[src/rtl/target_locator.sv]
// target_locator: per-frame bounding box, pixel count and optional centroid of a 1-bit mask stream.
// Define CENTROID_EN to add the coordinate sums and the sequential centroid dividers.
module target_locator #(
  parameter int IMG_W   = 640,
  parameter int IMG_H   = 480,
  parameter int XW      = 10,
  parameter int CW      = 19,
  parameter int MIN_PIX = 64
) (
  input  logic          clk,
  input  logic          rst_n,
  input  logic          per_frame_vsync,
  input  logic          per_frame_href,
  input  logic          per_frame_clken,
  input  logic          per_img_Bit,
  output logic [XW-1:0] box_xmin,
  output logic [XW-1:0] box_xmax,
  output logic [XW-1:0] box_ymin,
  output logic [XW-1:0] box_ymax,
  output logic [CW-1:0] pix_cnt,
  output logic [XW-1:0] cen_x,
  output logic [XW-1:0] cen_y,
  output logic          target_found,
  output logic          result_valid
);
  localparam logic [XW-1:0] W_LIM   = XW'(IMG_W);
  localparam logic [XW-1:0] H_LIM   = XW'(IMG_H);
  localparam logic [CW-1:0] MIN_CNT = CW'(MIN_PIX);

  typedef enum logic [2:0] {IDLE, ACCUM, LATCH, DIV, DONE} state_t;

  state_t        state_q;
  logic          vsync_q, href_q, vs_rise, pix_ok, found;
  logic [XW-1:0] x_q, y_q, xmin_q, xmax_q, ymin_q, ymax_q;
  logic [XW-1:0] s_xmin_q, s_xmax_q, s_ymin_q, s_ymax_q;
  logic [CW-1:0] cnt_q, s_cnt_q;

  assign vs_rise = per_frame_vsync & ~vsync_q;
  assign pix_ok  = per_frame_href & per_frame_clken & per_img_Bit & (x_q < W_LIM) & (y_q < H_LIM);
  assign found   = s_cnt_q >= MIN_CNT;

`ifdef CENTROID_EN
  localparam int SW = 2*XW + CW;
  localparam int KW = $clog2(XW);
  logic [SW-1:0] sx_q, sy_q, rx_q, ry_q, den_q;
  logic [XW-1:0] qx_q, qy_q;
  logic [KW-1:0] k_q;
  logic          gex, gey;
  assign gex = rx_q >= den_q;
  assign gey = ry_q >= den_q;
`else
  assign cen_x = '0;
  assign cen_y = '0;
`endif

  // Working accumulators re-initialise on every frame boundary.
  always_ff @(posedge clk or negedge rst_n) begin
    if (!rst_n) begin
      vsync_q <= 1'b0;
      href_q  <= 1'b0;
      x_q     <= '0;
      y_q     <= '0;
      xmin_q  <= '1;
      xmax_q  <= '0;
      ymin_q  <= '1;
      ymax_q  <= '0;
      cnt_q   <= '0;
`ifdef CENTROID_EN
      sx_q    <= '0;
      sy_q    <= '0;
`endif
    end else begin
      vsync_q <= per_frame_vsync;
      href_q  <= per_frame_href;
      x_q     <= !per_frame_href ? '0 : (per_frame_clken && x_q != '1) ? x_q + 1'b1 : x_q;
      y_q     <= vs_rise ? '0 : (href_q && !per_frame_href && y_q != '1) ? y_q + 1'b1 : y_q;
      if (vs_rise) begin
        xmin_q <= '1;
        xmax_q <= '0;
        ymin_q <= '1;
        ymax_q <= '0;
        cnt_q  <= '0;
`ifdef CENTROID_EN
        sx_q   <= '0;
        sy_q   <= '0;
`endif
      end else if (pix_ok) begin
        xmin_q <= x_q < xmin_q ? x_q : xmin_q;
        xmax_q <= x_q > xmax_q ? x_q : xmax_q;
        ymin_q <= y_q < ymin_q ? y_q : ymin_q;
        ymax_q <= y_q > ymax_q ? y_q : ymax_q;
        cnt_q  <= cnt_q != '1 ? cnt_q + 1'b1 : cnt_q;
`ifdef CENTROID_EN
        sx_q   <= sx_q + SW'(x_q);
        sy_q   <= sy_q + SW'(y_q);
`endif
      end
    end
  end

  // Any frame boundary outside IDLE snapshots the frame, restarting a divide in progress.
  always_ff @(posedge clk or negedge rst_n) begin
    if (!rst_n) begin
      state_q      <= IDLE;
      s_xmin_q     <= '0;
      s_xmax_q     <= '0;
      s_ymin_q     <= '0;
      s_ymax_q     <= '0;
      s_cnt_q      <= '0;
      box_xmin     <= '0;
      box_xmax     <= '0;
      box_ymin     <= '0;
      box_ymax     <= '0;
      pix_cnt      <= '0;
      target_found <= 1'b0;
      result_valid <= 1'b0;
`ifdef CENTROID_EN
      rx_q         <= '0;
      ry_q         <= '0;
      den_q        <= '0;
      qx_q         <= '0;
      qy_q         <= '0;
      k_q          <= '0;
      cen_x        <= '0;
      cen_y        <= '0;
`endif
    end else begin
      result_valid <= 1'b0;
      if (state_q == DONE) begin
        result_valid <= 1'b1;
        target_found <= found;
        pix_cnt      <= s_cnt_q;
        box_xmin     <= found ? s_xmin_q : '0;
        box_xmax     <= found ? s_xmax_q : '0;
        box_ymin     <= found ? s_ymin_q : '0;
        box_ymax     <= found ? s_ymax_q : '0;
`ifdef CENTROID_EN
        cen_x        <= (found && s_cnt_q != '0) ? qx_q : '0;
        cen_y        <= (found && s_cnt_q != '0) ? qy_q : '0;
`endif
      end
      if (vs_rise && state_q != IDLE) begin
        state_q  <= LATCH;
        s_xmin_q <= xmin_q;
        s_xmax_q <= xmax_q;
        s_ymin_q <= ymin_q;
        s_ymax_q <= ymax_q;
        s_cnt_q  <= cnt_q;
`ifdef CENTROID_EN
        rx_q     <= sx_q;
        ry_q     <= sy_q;
`endif
      end else begin
        case (state_q)
          IDLE:  state_q <= vs_rise ? ACCUM : IDLE;
          ACCUM: state_q <= ACCUM;
          LATCH: begin
`ifdef CENTROID_EN
            den_q   <= SW'(s_cnt_q) << (XW-1);
            k_q     <= '0;
            state_q <= DIV;
`else
            state_q <= DONE;
`endif
          end
`ifdef CENTROID_EN
          DIV: begin
            rx_q    <= gex ? rx_q - den_q : rx_q;
            ry_q    <= gey ? ry_q - den_q : ry_q;
            qx_q    <= {qx_q[XW-2:0], gex};
            qy_q    <= {qy_q[XW-2:0], gey};
            den_q   <= den_q >> 1;
            k_q     <= k_q + 1'b1;
            state_q <= k_q == KW'(XW-1) ? DONE : DIV;
          end
`endif
          DONE:    state_q <= ACCUM;
          default: state_q <= IDLE;
        endcase
      end
    end
  end
endmodule

[config.mk]
export PLATFORM = sky130hd
export DESIGN_NAME = target_locator
export DESIGN_NICKNAME = d
export VERILOG_FILES = /design/src/rtl/target_locator.sv
export SDC_FILE = /design/constraint.sdc
export NUM_CORES = 1
export LEC_CHECK = 0
export CAP_MARGIN = 25
export CORE_MARGIN = 2
export CORE_UTILIZATION = 52
export DETAILED_ROUTE_END_ITERATION = 10
export PLACE_DENSITY = 0.82
export SYNTH_ARGS = -nofsm -noshare
export SYNTH_HDL_FRONTEND = slang
export SYNTH_SLANG_ARGS = --single-unit
export TNS_END_PERCENT = 20
[constraint.sdc]
create_clock -name clk -period 2.1 [get_ports clk]
set_input_delay 0.315 -clock clk [delete_from_list [all_inputs] [get_ports clk]]
set_output_delay 0.315 -clock clk [all_outputs]
set_load 0.01 [all_outputs]
Word level (Yosys, flattened, before mapping)
Cells that the tools add are included.
Widths: inputs -> output; s select.
{"block": "word_totals", "ff_bits": 204, "input_bits": 6, "out_inout_bits": 81, "elab_cells": 92}
{"block": "classes", "n_addsub": 3, "n_lt_le_gt_ge": 7, "n_eq_ne": 7, "muxes": 27, "bitwise_logic": 6, "n_reduce_logical": 20}
{"cell": "$mux 10", "n": 20}
{"cell": "$mux 19", "n": 3}
{"cell": "$add 10x1->10 const B", "n": 2}
{"cell": "$gt 10x10->1", "n": 2}
{"cell": "$lt 10x10->1", "n": 2}
{"cell": "$ne 10x10->1 const B", "n": 2}
{"cell": "$add 19x1->19 const B", "n": 1}
{"cell": "$ge 19x7->1 const B", "n": 1}
{"cell": "$ne 19x19->1 const B", "n": 1}
{"cell": "$reduce_bool 2->1", "n": 7}
{"cell": "$lt 10x10->1 const B", "n": 1}
{"cell": "$lt 10x9->1 const B", "n": 1}
{"cell": "$reduce_and 2->1", "n": 5}
{"cell": "$pmux 3 s3", "n": 1}
{"cell": "$and 1x1->1", "n": 5}
{"cell": "$logic_and 1x1->1", "n": 4}
{"cell": "$eq 3x1->1 const B", "n": 1}
{"cell": "$eq 3x2->1 const B", "n": 1}
{"cell": "$eq 3x3->1 const B", "n": 1}
{"cell": "$logic_not 3->1", "n": 1}
{"cell": "$mux 3", "n": 1}
{"cell": "$reduce_bool 3->1", "n": 1}
{"cell": "$mux 1", "n": 2}
{"cell": "$ne 2x1->1 const B", "n": 1}
{"cell": "3 further kinds", "n": 3}

Depth between registers and ports, before layout
{"block": "logic_depth", "depth_word": 6, "depth_mapped": 9, "ltp_nobuf": 7}

Worst setup path before layout
Ideal clock, no wire load.
{"block": "synth_path", "path_type": "register to register", "from": "register xmin_q[7]", "to": "register xmin_q[0]", "setup_ns": 0.075, "t_arrival_ns": 2.066, "required_time_ns": 2.025, "setup_slack_ns": -0.041, "path_stages_with_launch": 9, "path_buffers": 1, "period_less_slack_ns": 2.141, "cell_sequence": "dfstp_2 inv_1 ha_1 a21o_1 a21o_1 a221o_1 a311oi_1 buf_2 mux2i_1"}
{"block": "synth_via", "elab_chain_len": 3}
{"element": "from (decl)", "line": "34", "rtl": "logic [XW-1:0] x_q, y_q, xmin_q, xmax_q, ymin_q, ymax_q;"}
{"element": "from (signal assigned)", "line": "88", "rtl": "xmin_q <= x_q < xmin_q ? x_q : xmin_q;"}
{"element": "$lt 10x10->1", "line": "88"}
{"element": "$reduce_bool 2->1 (no source line)"}
{"element": "$reduce_and 2->1 (no source line)"}
Every way passes these cells.
A chain may end at the register's enable or synchronous reset.

Final worst setup path
{"block": "layout_path", "from": "register xmin_q[7]", "to": "register xmin_q[2]"}
The elaborated chain is that of the path after synthesis.

==> flow_summary_export.csv <==
group,metric,value,unit
outcome,status,"finished with violations",
outcome,violations,"setup timing",
setup_path,regToRegSetupSlack,-0.03,ns
setup_path,critPathArrivalTime,2.55,ns
layout,fillers,1351,
clocking,cts_tree,"done",
route,firstDrtPassIters,8,
floorplan,start_util,0.530,
timing,final.min_clock_period,2.13,ns
floorplan,fp.coreArea,18000,sq um
yosys,syn-cell-area,9560,sq um
clocking,cts_root_buf,"clkbuf_16",
timing,setup_viol,9,
yosys,synth_fa_ha_area_frac,0.0537,
yosys,async_flop_share,1.00,
setup_path,cp-start-kind,"flip-flop",
layout,fin_nets,1028,
setup_path,worstPathMaxFanout,8,
yosys,ys_types,59,
route,drc_errors,0,
yosys,yosysTopAreaCellShare,0.482,
timing,worst_slack,-0.0327,ns
yosys,syn_inst,861,
yosys,synth_xor_area_frac,0.0174,
timing,rsz0062_at_grt,"yes",
grt,antenna_found_initial,0,
yosys,synth-compound-area-share,0.139,
run,drv_cap,0,
clocking,cts_made_buffers,22,
setup_path,crit_start,"xmin_q[7]",
yosys,synth_top_family_by_area,"compound AO/OA/AOI/OAI gates",
yosys,yosysTopAreaCell,"dfrtp_1",
timing,tightest_slew,0.527,ns
floorplan,die_x,140,um
route,routed_via_density,5.77,
floorplan,row_count,49,
floorplan,die_area,19500,sq um
timing,slew_violations,0,
clocking,clk_pin_slew_worst_paths,0.06,ns
setup_path,critPathKind,"reg2reg",
yosys,ys_ff_latch,204,
grt,track_usage,0.216,
layout,area_growth,23.0,%
power,leakage,0.00550,uW
timing,timing.final.hold_violations,0,
timing,hold-worst-slack,0.360,ns
grt,grt_pass1_wl,35300,um
power,ir_drop,730,uV
yosys,ys_seq_area_frac,0.537,
power,total_power,9880,uW
route,drt_iter0_drc,559,
layout,reg_top3,"cnt_q (19), pix_cnt (19), s_cnt_q (19)",
place,hpwlAfterDp,14000,um
layout,ff_latch_area,5130,sq um
layout,final_util,0.652,
power,p_per_area,840,nW/um^2
place,port_buffers,66,
grt,grt_pass1_vias,7078,
yosys,synth-warning-count,0,
floorplan,ios,87,
layout,drive_gt1_frac,0.223,
timing,setup_tns,-0.142,ns
setup_path,r2r_start,"xmin_q[7]",
route,routed_wl,20900,um
route,ant_nets,0,
timing,period_share,1.02,
route,vias,7060,
timing,slew_headroom,0.648,
yosys,synth_ff_type,"dfrtp_1",
timing,fmax,0.469,GHz
setup_path,reg2reg_to,"xmin_q[2]",
route,wire_per_inst,17.1,um
floorplan,die_h,140,um
clocking,clkLatencyLatePin,0.50,ns
clocking,cts_setup_buffers,0,
hold_path,hold_path.class,"in2async",
clocking,cts.sinks,204,
setup_path,cp-end-kind,"flip-flop",
grt,grt_max_degree,66,
setup_path,reg2regPathDepth,8,
timing,skew,0.0128,ns
layout,insertedDiodeCount,0,
layout,multiInputGateArea,4160,sq um
yosys,avgSynthCellArea,11.1,sq um
clocking,clockBufferDepth,3,
grt,grt.overflow.total,0,
yosys,synthTopCellsByArea,"dfrtp_1, mux2_2, dfstp_2",
clocking,cts.htree.levels,1,
yosys,muxShareOfSynthArea,0.0821,
place,gp_congestion,0.903,
setup_path,required,2.52,ns
yosys,synthSimpleGateAreaFrac,0.119,
yosys,synth_edf_count,0,
cell families after synthesis:
logic type                 count (synthesis)
and+or+nand+nor                          237
DFF                                      204
AOI/OAI and AO/OA                        182
buffers and inverters                    106
muxes                                     71
adders and majority gates                 41
xor gates and xnor gates                  19
other                                      1
repair_timing:
action,CTS,global route
setup endpoints to repair,15,39
gates cloned,0,1
gates resized for setup,7,14
pin swaps,2,10
hold buffers,1,0
endpoints found under the hold margin,40,0
layout by cell type (no fill, tap or decap), types with 7 or more instances in the layout:
master             n
xor2_1            10
mux2i_1           12
buf_4             65
ha_1              35
nand2_1           88
dfrtp_1          182
nand3_1           30
a21oi_1           38
nor2_1            55
a22o_1            40
inv_1             43
nor3_1             7
clkbuf_16         23
and4_1             9
xnor2_1            9
a21o_1             8
o211ai_1          17
o21ai_0           30
dfstp_2           20
nand4_1           12
conb_1            20
clkdlybuf4s50_1   65
mux2_2            59
stage by stage:
stage          cell area (sq um)  setup slack [ns]  cells
2_1_floorplan               9630            0.0155    880
3_5_place_dp               10900            -0.187   1184
3_3_place_gp               10900            -0.118   1184
5_1_grt                    11800            -0.135   1224
6_report                   11800           -0.0327   1224
4_1_cts                    11700           -0.0997   1223
synth_stat cells, types with 7 or more instances:
library cell  instances
nor3_1                7
clkbuf_1             35
a21oi_1              38
xor2_1               10
xnor2_1               9
dfrtp_1             184
ha_1                 41
nand4_1              12
mux2_2               59
nand2_1              89
dfstp_2              20
and4_1               10
nor2_1               56
mux2i_1              12
o21ai_0              32
buf_4                21
inv_1                44
o211ai_1             17
a22o_1               40
a21o_1                8
nand3_1              30
final cells by class:
class	count	share of cell area
sequential	204	0.437
multi-input combinational	570	0.354
timing repair buffer	139	0.109
clock buffer	33	0.0555
tap	229	0.0244
inverter	44	0.0140
clock inverter	5	0.00670
where the power goes:
group,switching [uW],internal (uW),leakage [uW]
clock network,1520,2380,0.000359
registers,262,4340,0.00269
logic,718,658,0.00245
total,2490,7390,0.00550
how the worst max path moves through the flow:
| stage | endpoint | slack (ns) |
|---|---|---|
| floorplan | xmin_q[0] | 0.02 |
| global placement | ymax_q[2] | -0.12 |
| detailed placement | ymax_q[4] | -0.19 |
| CTS | xmin_q[2] | -0.1 |
| global route | xmin_q[6] | -0.14 |
| finish | xmin_q[2] | -0.03 |
layer usage:
metal  wire [um]  global-route usage  vias up
li1            -                   -     3285
met1        9650               0.308     3572
met2       10100               0.356      176
met3         839              0.0251       27
met4         347              0.0558        0
met5           0                   0        -
worst max-delay path, cell delays in order, from the launching register on:
cell and delay, ns:
dfstp_2 0.53, inv_2 0.04, ha_4 0.21, a21o_1 0.15
a21o_1 0.17, a221o_1 0.30, a311oi_2 0.24, buf_6 0.20
mux2i_1 0.21
Power figures use the tool's default switching activity.
